<file path="config.mk">
export PLATFORM = sky130hd
export DESIGN_NAME = wb_arbiter_flat
export DESIGN_NICKNAME = d
export VERILOG_FILES = /design/src/rtl/wb_arbiter_if.sv /design/src/rtl/wb_arbiter.sv /design/src/flat_wrapper.sv
export SDC_FILE = /design/constraint.sdc
export NUM_CORES = 1
export LEC_CHECK = 0
export CAP_MARGIN = 20
export CELL_PAD_IN_SITES_DETAIL_PLACEMENT = 1
export CELL_PAD_IN_SITES_GLOBAL_PLACEMENT = 2
export CORE_MARGIN = 10
export CORE_UTILIZATION = 39
export DETAILED_ROUTE_END_ITERATION = 8
export PLACE_DENSITY = 0.92
export SLEW_MARGIN = 20
export SYNTH_ARGS = -nofsm -noshare
export SYNTH_HDL_FRONTEND = slang
export SYNTH_SLANG_ARGS = --single-unit
</file>
<file path="constraint.sdc">
create_clock -name clk -period 7.85 [get_ports clk]
set_input_delay 1.57 -clock clk [delete_from_list [all_inputs] [get_ports clk]]
set_output_delay 1.57 -clock clk [all_outputs]
set_load 0.05 [all_outputs]
</file>
<file path="src/rtl/wb_arbiter_if.sv">
// Writeback bus: ALU/load producer handshakes, stall input, register-file write port, occupancy and hazard mask.
// The arbiter takes the slave modport; the producer/regfile side takes the master modport.
interface wb_arbiter_if #(
  parameter int DEPTH = 4,
  parameter int DW    = 32,
  parameter int AW    = 5
);
  logic                     alu_valid;
  logic [AW-1:0]            alu_rd;
  logic [DW-1:0]            alu_data;
  logic                     alu_ready;
  logic                     mem_valid;
  logic [AW-1:0]            mem_rd;
  logic [DW-1:0]            mem_data;
  logic                     mem_ready;
  logic                     wb_stall;
  logic                     WE3;
  logic [AW-1:0]            A3;
  logic [DW-1:0]            WD3;
  logic [$clog2(DEPTH):0]   count;
  logic [(1<<AW)-1:0]       pending_mask;

  modport slave (
    input  alu_valid, alu_rd, alu_data, mem_valid, mem_rd, mem_data, wb_stall,
    output alu_ready, mem_ready, WE3, A3, WD3, count, pending_mask
  );

  modport master (
    output alu_valid, alu_rd, alu_data, mem_valid, mem_rd, mem_data, wb_stall,
    input  alu_ready, mem_ready, WE3, A3, WD3, count, pending_mask
  );
endinterface

</file>
<file path="src/rtl/wb_arbiter.sv">
// Writeback arbiter: round-robin merge of ALU and load results into a DEPTH-entry FIFO draining to the regfile port.
// Latency: accept at edge N, WE3 during cycle N+1. Backpressure: ready drops when full; wb_stall holds the head.
// Optional WB_DROP_X0_EN: accepted results targeting register 0 are consumed but never queued.
module wb_arbiter #(
  parameter int DEPTH = 4,
  parameter int DW    = 32,
  parameter int AW    = 5
) (
  input  logic        clk,
  input  logic        rst,
  wb_arbiter_if.slave bus
);
  localparam int PW = $clog2(DEPTH);
  localparam int CW = PW + 1;

  typedef enum logic {SRC_ALU, SRC_MEM} src_e;

  src_e          last_grant_q, last_grant_d;
  logic [PW-1:0] wr_ptr_q, wr_ptr_d;
  logic [PW-1:0] rd_ptr_q, rd_ptr_d;
  logic [CW-1:0] count_q, count_d;
  logic [AW-1:0] rd_q   [DEPTH];
  logic [AW-1:0] rd_d   [DEPTH];
  logic [DW-1:0] data_q [DEPTH];
  logic [DW-1:0] data_d [DEPTH];

  logic          full, empty;
  logic          alu_push, mem_push, accept, enq, pop;
  logic [AW-1:0] push_rd;
  logic [DW-1:0] push_data;
  logic [DEPTH-1:0]    entry_vld;
  logic [(1<<AW)-1:0]  mask;

  assign full  = (count_q == CW'(DEPTH));
  assign empty = (count_q == '0);

  // At most one ready is high when both producers request; the loser is the last winner.
  assign bus.alu_ready = !full && (!bus.mem_valid || last_grant_q == SRC_MEM);
  assign bus.mem_ready = !full && (!bus.alu_valid || last_grant_q == SRC_ALU);

  assign alu_push  = bus.alu_valid && bus.alu_ready;
  assign mem_push  = bus.mem_valid && bus.mem_ready;
  assign accept    = alu_push || mem_push;
  assign push_rd   = alu_push ? bus.alu_rd   : bus.mem_rd;
  assign push_data = alu_push ? bus.alu_data : bus.mem_data;
`ifdef WB_DROP_X0_EN
  assign enq = accept && (push_rd != '0);
`else
  assign enq = accept;
`endif
  assign pop = !empty && !bus.wb_stall;

  always_comb begin
    last_grant_d = last_grant_q;
    wr_ptr_d     = wr_ptr_q;
    rd_ptr_d     = rd_ptr_q;
    rd_d         = rd_q;
    data_d       = data_q;
    if (accept) begin
      last_grant_d = alu_push ? SRC_ALU : SRC_MEM;
    end
    if (enq) begin
      rd_d[wr_ptr_q]   = push_rd;
      data_d[wr_ptr_q] = push_data;
      wr_ptr_d         = wr_ptr_q + PW'(1);
    end
    if (pop) begin
      rd_ptr_d = rd_ptr_q + PW'(1);
    end
    count_d = count_q + CW'(enq) - CW'(pop);
  end

  always_ff @(posedge clk or negedge rst) begin
    if (!rst) begin
      last_grant_q <= SRC_MEM;
      wr_ptr_q     <= '0;
      rd_ptr_q     <= '0;
      count_q      <= '0;
      for (int i = 0; i < DEPTH; i++) begin
        rd_q[i]   <= '0;
        data_q[i] <= '0;
      end
    end else begin
      last_grant_q <= last_grant_d;
      wr_ptr_q     <= wr_ptr_d;
      rd_ptr_q     <= rd_ptr_d;
      count_q      <= count_d;
      rd_q         <= rd_d;
      data_q       <= data_d;
    end
  end

  // A slot is live when its distance from the head is below the occupancy.
  always_comb begin
    entry_vld = '0;
    mask      = '0;
    for (int i = 0; i < DEPTH; i++) begin
      entry_vld[i] = ({1'b0, PW'(i) - rd_ptr_q} < count_q);
      if (entry_vld[i]) begin
        mask[rd_q[i]] = 1'b1;
      end
    end
  end

  assign bus.WE3          = pop;
  assign bus.A3           = empty ? '0 : rd_q[rd_ptr_q];
  assign bus.WD3          = empty ? '0 : data_q[rd_ptr_q];
  assign bus.count        = count_q;
  assign bus.pending_mask = mask;
endmodule

</file>
<file path="src/flat_wrapper.sv">
// flat-port wrapper written by rule: the top's interface ports become plain ports
module wb_arbiter_flat 
#(
  parameter int DEPTH = 4,
  parameter int DW    = 32,
  parameter int AW    = 5
)
  (clk, rst, bus_alu_valid, bus_alu_rd, bus_alu_data, bus_mem_valid, bus_mem_rd, bus_mem_data, bus_wb_stall, bus_alu_ready, bus_mem_ready, bus_WE3, bus_A3, bus_WD3, bus_count, bus_pending_mask);
  wb_arbiter_if #(.DEPTH(DEPTH), .DW(DW), .AW(AW)) bus_i ();
  input  logic clk;
  input  logic rst;
  input wire logic [$bits(bus_i.alu_valid)-1:0] bus_alu_valid;
  input wire logic [$bits(bus_i.alu_rd)-1:0] bus_alu_rd;
  input wire logic [$bits(bus_i.alu_data)-1:0] bus_alu_data;
  input wire logic [$bits(bus_i.mem_valid)-1:0] bus_mem_valid;
  input wire logic [$bits(bus_i.mem_rd)-1:0] bus_mem_rd;
  input wire logic [$bits(bus_i.mem_data)-1:0] bus_mem_data;
  input wire logic [$bits(bus_i.wb_stall)-1:0] bus_wb_stall;
  output wire logic [$bits(bus_i.alu_ready)-1:0] bus_alu_ready;
  output wire logic [$bits(bus_i.mem_ready)-1:0] bus_mem_ready;
  output wire logic [$bits(bus_i.WE3)-1:0] bus_WE3;
  output wire logic [$bits(bus_i.A3)-1:0] bus_A3;
  output wire logic [$bits(bus_i.WD3)-1:0] bus_WD3;
  output wire logic [$bits(bus_i.count)-1:0] bus_count;
  output wire logic [$bits(bus_i.pending_mask)-1:0] bus_pending_mask;
  assign bus_i.alu_valid = bus_alu_valid;
  assign bus_i.alu_rd = bus_alu_rd;
  assign bus_i.alu_data = bus_alu_data;
  assign bus_i.mem_valid = bus_mem_valid;
  assign bus_i.mem_rd = bus_mem_rd;
  assign bus_i.mem_data = bus_mem_data;
  assign bus_i.wb_stall = bus_wb_stall;
  assign bus_alu_ready = bus_i.alu_ready;
  assign bus_mem_ready = bus_i.mem_ready;
  assign bus_WE3 = bus_i.WE3;
  assign bus_A3 = bus_i.A3;
  assign bus_WD3 = bus_i.WD3;
  assign bus_count = bus_i.count;
  assign bus_pending_mask = bus_i.pending_mask;
  wb_arbiter #(.DEPTH(DEPTH), .DW(DW), .AW(AW)) u_core (.clk(clk), .rst(rst), .bus(bus_i));
endmodule
</file>
==> impl_results.md, run 1 <==
- Io pins: between 150 and 200
- Final setup fails: 0
- Starting density of the core: 39.58%
- Hold Buf Count CTS: 0
- H-tree levels: 4
- Detailed Routing Iterations Pass 1: 5
- Synthesized area per cell: 12.82 um^2
- Clock latency on the worst-skew pair: about 0.42 ns
- IO Port Bufs: between 150 and 200
- DP Area: 10650 um^2
- Global-route wire length before repair: 40490 um
- Row count: 55
- Seq/Total Area, Yosys: about 44%
- Initial DRC count: 531
- Detail Placement HPWL: between 15000 and 20000 um
- Mapped cell area: approximately 9000 um^2
- WL final: between 20000 and 30000 um
- Commonest non-fill, non-tap cell in the layout: mux2_2
- Post-synthesis register bit count: 156
- Routability congestion estimate: roughly 0.92
- Area contributors post-synth: dfrtp_1, mux2_2, mux4_2
- Core box area: between 20000 and 25000 um^2
- WP data arrival: a little under 4 ns
- Max-Slew Margin vs Limit: 25.55%
- Largest net degree at the start of global routing: 84
- Vias in the first global route: 7151
- Final net count: 920
- Post-route cell area: roughly 11000 um^2
- Period utilization: a little over two thirds
- Vias per cell: about 5.7
- DIE WIDTH: approximately 170 um
- Global route overflow: 0
- Most frequent cells in the layout: mux2_2, dfrtp_1, clkdlybuf4s50_1
- P&R area growth vs syn: 26.26%
- Chip height: 171.6 um
- Critical Path Sink Type: primary output
- Fillers: between 2000 and 2500
- Total GRT Usage: around 18%
- # diodes: 0
- Drc violations: 0
- Clock buffer count from CTS: 17
- Ys Warns: 0
- Fmax: 0.1820 GHz
- Initial antenna violation count: 0
- Clk_skew: 0.007863 ns
- Status: complete, no violations
- Wire per inst: approximately 23 um
- Final Hold Vio Count: 0
- Reg clk slew, reported paths: approximately 0.070 ns
- Gate Count Post-Synth: ~700
- Setup TNS: 0 ns
- Yosys top cell area share: a little over two fifths
- Minimum clock period: approximately 5.5 ns
- Post-Syn Nets: 789
- Netlist cell types: 42
- CTS sink cnt: between 150 and 200
- Antenna-violating nets left: 0
- Deepest clock path buffer count: 2
- Worst hold-check path type: reg -> reg
- Slew Viols, Final: 0
- Yosys top cell by area: dfrtp_1
- Share of layout cells above drive strength 1: between 30% and 40%
- Kind of critical path: reg -> out
- Total number of vias: between 6000 and 7000
- Worst-Margin Slew: roughly 1.1 ns
- Startpoint Class: flop
- Critical Path RT: about 6.3 ns
- Die Footprint: approximately 29000 um^2
- Setup bufs post-CTS: 0
- Crit-path max FO: 43
- MaxCap Viol Count: 0
- CTS tree: built
- Unrepaired setup endpoints after global routing: false
- CTS resizes: 0
- Clk root buf: clkbuf_16
[layout make-up]
class | count | area (um^2) | area share [%]
inverter | 13 | 48.80 | 0.4313
timing repair buffer | 162 | 1653 | 14.61
clock inverter | 15 | 161.4 | 1.427
clock buffer | 17 | 425.4 | 3.760
sequential | 156 | 3908 | 34.54
tap | 285 | 356.6 | 3.152
multi-input combinational | 480 | 4762 | 42.09
[final timing paths]
check / startpoint / to / slack (ns) / cells after the start
setup reg to reg: u_core.bus.count[2]$_DFF_PN0_ / u_core.data_q[127]$_DFFE_PN0P_ / 5.14 / 5
setup / recovery: u_core.rd_ptr_q[0]$_DFFE_PN0P_ / bus_pending_mask[22] / 2.36 / 6
hold reg to reg: u_core.data_q[62]$_DFFE_PN0P_ / u_core.data_q[62]$_DFFE_PN0P_ / 0.50 / 1
min in group asynchronous: rst / u_core.data_q[53]$_DFFE_PN0P_ / 1.20 / 1
hold / removal: u_core.data_q[62]$_DFFE_PN0P_ / u_core.data_q[62]$_DFFE_PN0P_ / 0.50 / 1
max in group asynchronous: rst / u_core.rd_ptr_q[0]$_DFFE_PN0P_ / 5.11 / 2
[registers in the layout, summed over array words and instances (netlist names)]
signal	count
u_core.last_grant_q	1
u_core.rd_ptr_q	2
u_core.data_q	128
u_core.rd_q	20
u_core.wr_ptr_q	2
u_core.bus.count	3
[cells by family after synthesis]
| group | synth area share, % |
|---|---|
| buffers and inverters | 3.393 |
| flip-flops | 43.58 |
| multiplexers | 33.80 |
| AO/OA/AOI/OAI | 7.316 |
| adder cells (fa/ha/maj) | 1.620 |
| XOR/XNOR | 0.5865 |
| AND/OR/NAND/NOR | 9.704 |
[critical path: stages (launching register included)]
cell	delay (ns)
dfrtp_2	0.37
buf_4	0.65
nand2_1	0.28
a211oi_2	0.96
a22oi_1	0.22
o221ai_1	0.16
clkdlybuf4s50_1	0.86
[synthesized netlist by cell type (all sizes together)]
| cell | number |
|---|---|
| mux2 | 185 |
| dfrtp | 155 |
| nor2b | 54 |
| mux4 | 37 |
| nand2 | 31 |
| buf | 28 |
| nor2 | 28 |
| a22oi | 23 |
| o221ai | 23 |
| clkbuf | 22 |
| nand2b | 15 |
| inv | 13 |
| nor3 | 13 |
| nand3 | 12 |
| ha | 10 |
| o22ai | 9 |
| a221o | 8 |
| a211oi | 4 |
| o211ai | 4 |
| a21oi | 3 |
| xnor2 | 3 |
| xor2 | 3 |
| nand4 | 2 |
| nor4 | 2 |
| o21ai | 2 |
| a221oi | 1 |
| a22o | 1 |
| a31oi | 1 |
| dfstp | 1 |
| fa | 1 |
| nand3b | 1 |
| nor3b | 1 |
| or2 | 1 |
| or2b | 1 |
| or3b | 1 |
[layer usage]
layer	wire length, um	part of all wire (%)	GRT usage, %
met5	0	0	0
met4	463	1.8	4.461
met3	1921	7.5	5.386
met2	12410	49	29.49
met1	10700	42	21.31
[metrics by stage]
stage	setup WS, ns	utilization (%)	instances	hold WS (ns)
final	2.355	49.98	1128	0.5020
after detailed placement	2.811	47.03	1093	0.4882
after floorplan	3.645	-	699	0.4739
after global routing	2.034	49.98	1128	0.5099
after CTS	2.332	49.62	1125	0.5043
after global placement	2.861	47.03	1093	0.4823
Power of run 1 is not shown: default switching activity piles up to over one toggle a cycle in this logic, so the estimate is an artifact.
==> run 2, diff against run 1 <==
--- a/config.mk
+++ b/config.mk
@@ -9,9 +9,9 @@
 export CELL_PAD_IN_SITES_DETAIL_PLACEMENT = 1
 export CELL_PAD_IN_SITES_GLOBAL_PLACEMENT = 2
 export CORE_MARGIN = 10
-export CORE_UTILIZATION = 39
+export CORE_UTILIZATION = 33
 export DETAILED_ROUTE_END_ITERATION = 8
-export PLACE_DENSITY = 0.92
+export PLACE_DENSITY = 0.83
 export SLEW_MARGIN = 20
 export SYNTH_ARGS = -nofsm -noshare
 export SYNTH_HDL_FRONTEND = slang
==> constraint.sdc (replaced) <==
create_clock -name clk -period 4.9 [get_ports clk]
set_input_delay 0.98 -clock clk [delete_from_list [all_inputs] [get_ports clk]]
set_output_delay 0.98 -clock clk [all_outputs]
set_load 0.05 [all_outputs]
==> run 2 against run 1 <==
- global-route usage down 2.4 points
- flip-flop and latch count is the same
- wire length grew 1.5%
- hold slack got worse by 0.0085 ns
- final cell count up 5.3%
- critical endpoint is now bus_pending_mask[17]
- highest routed layer unchanged
==> impl_results.md, run 2 (synthesis results as in run 1) <==
- Vias per cell: 5.409
- Fillers: 2802
- Status: complete, no violations
- Clk root buf: clkbuf_16
- MaxCap Viol Count: 0
- Reg-to-Reg End: u_core.rd_q[9]$_DFFE_PN0P_
- Io pins: 154
- Final Hold Vio Count: 0
- Slew Viols, Final: 0
- WL final: roughly 26000 um
- Antenna-violating nets left: 0
- Initial DRC count: 345
- Chip height: between 150 and 200 um
- Routability congestion estimate: 0.8648
- Reg clk slew, reported paths: 0.07 ns
- Reg2reg start: u_core.bus.count[2]$_DFF_PN0_
- Total number of vias: ~6400
- Starting density of the core: approximately 33%
- Clock latency on the worst-skew pair: roughly 0.42 ns
- Hold Buf Count CTS: 0
- CP bufs+invs: 2
- Setup bufs post-CTS: 0
- Core box area: about 27000 um^2
- Startpoint Class: flop
- Final net count: about 920
- Global-route wire length before repair: around 40000 um
- Top reg by flops: u_core.data_q
- P&R area growth vs syn: 27.88%
- Max reg flops: between 100 and 150
- Critical Path RT: just under 4 ns
- Minimum clock period: approximately 4.5 ns
- Share of layout cells above drive strength 1: between 30% and 40%
- Clk_skew: 0.006979 ns
- Wire per inst: 21.78 um
- Detailed Routing Iterations Pass 1: 4
- R2R cell count: 5
- WP data arrival: between 3 and 4 ns
- Most frequent cells in the layout: mux2_2, dfrtp_1, clkdlybuf4s50_1
- # diodes: 0
- H-tree levels: 4
- Deepest clock path buffer count: 2
- Period utilization: about nine tenths
- Largest net degree at the start of global routing: 104
- Crit-path cells: inv_1 > ha_1 > a21oi_1 > o21ai_0 > nor2b_1 > a221o_1 > clkdlybuf4s50_1
- CTS sink cnt: ~160
- Unrepaired setup endpoints after global routing: false
- R2R Setup Slk: 2.01 ns
- CP max stage cell: clkdlybuf4s50_1
- Die Footprint: 34150 um^2
- Max-Slew Margin vs Limit: 48.07%
- Kind of critical path: reg -> out
- Crit-path max FO: 8
- Total GRT Usage: roughly 15%
- Worst-Margin Slew: around 0.78 ns
- Initial antenna violation count: 0
- Largest stage delay, worst path: between 0.8 and 0.9 ns
- Worst hold-check path type: in -> async
- Hold_ws: just under 0.5 ns
- Vias in the first global route: ~7000
- Detail Placement HPWL: roughly 18000 um
- Final Core Density: 42.76%
- CTS tree: built
- Crit path launch: u_core.bus.count[1]$_DFF_PN0_
- Drc violations: 0
- CTS resizes: 0
- Final setup fails: 0
- Global route overflow: 0
- Commonest non-fill, non-tap cell in the layout: mux2_2
- Setup TNS: 0 ns
- Fmax: approximately 0.22 GHz
- Clock buffer count from CTS: 17
- DIE WIDTH: 184.8 um
- IO Port Bufs: between 150 and 200
- Delay-heaviest family, CP: buffers and inverters
- Row count: 60
- Critical Path Sink Type: primary output
[run 2: cell types whose count changed in the layout (fill, tap and decap cells not counted), moves of 2 or more]
cell        previous run  this run
bufinv_16              1         5
clkinvlp_4             1         4
buf_16                 2         0
buf_4                  6        11
inv_6                  7         2
clkbuf_8               0         2
inv_8                  4         0
[run 2: per-stage QoR]
stage | setup slack [ns] | std cells | cell area (um^2)
floorplan | 1.285 | 699 | 8961
global placement | 1.041 | 1155 | 10780
detailed placement | 0.8821 | 1156 | 10800
CTS | 0.4135 | 1188 | 11460
global route | 0.1930 | 1188 | 11460
finish | 0.4423 | 1188 | 11460
[run 2: layout make-up]
class	count	area, um^2	area share, %
Multi-Input combinational cell	480	4757	41.51
Tap cell	341	426.7	3.723
Sequential cell	156	3908	34.10
Clock buffer	19	452.9	3.952
Inverter	13	48.80	0.4258
Clock inverter	13	211.5	1.845
Timing Repair Buffer	166	1655	14.44
[run 2: worst max-delay path by stage]
| stage | endpoint | slack, ns | cells past startpoint |
|---|---|---|---|
| after floorplan | bus_pending_mask[12] | 1.28 | 7 |
| after global placement | bus_pending_mask[5] | 1.04 | 8 |
| after CTS | bus_pending_mask[17] | 0.41 | 7 |
| final | bus_pending_mask[17] | 0.44 | 7 |
| after detailed placement | bus_pending_mask[17] | 0.88 | 7 |
| after global routing | bus_pending_mask[17] | 0.19 | 7 |
[run 2: layer usage]
layer,global-route usage [%],up-vias,routed length [um]
li1,-,2874,-
met1,17.71,3315,10810
met2,26.10,208,12900
met3,4.310,29,1756
met4,4.324,0,406
met5,0,-,0
[run 2: worst register-to-register path, stage by stage (launching register included)]
cell      delay [ns]
dfrtp_1         0.65
or3b_4          0.46
nand3b_2        0.59
buf_4           0.38
mux2_2          0.42
mux2_2          0.27
Power of run 2 is left out for the same reason.
==> run 3, diff against run 2 <==
--- a/config.mk
+++ b/config.mk
@@ -10,8 +10,10 @@
 export CELL_PAD_IN_SITES_GLOBAL_PLACEMENT = 2
 export CORE_MARGIN = 10
 export CORE_UTILIZATION = 33
+export CTS_CLUSTER_SIZE = 24
 export DETAILED_ROUTE_END_ITERATION = 8
 export PLACE_DENSITY = 0.83
+export SKIP_CTS_REPAIR_TIMING = 1
 export SLEW_MARGIN = 20
 export SYNTH_ARGS = -nofsm -noshare
 export SYNTH_HDL_FRONTEND = slang
==> results of run 3 <==
No change in the layout: final DEF, timing and power equal those of run 2.
Power of run 3 is left out for the same reason.
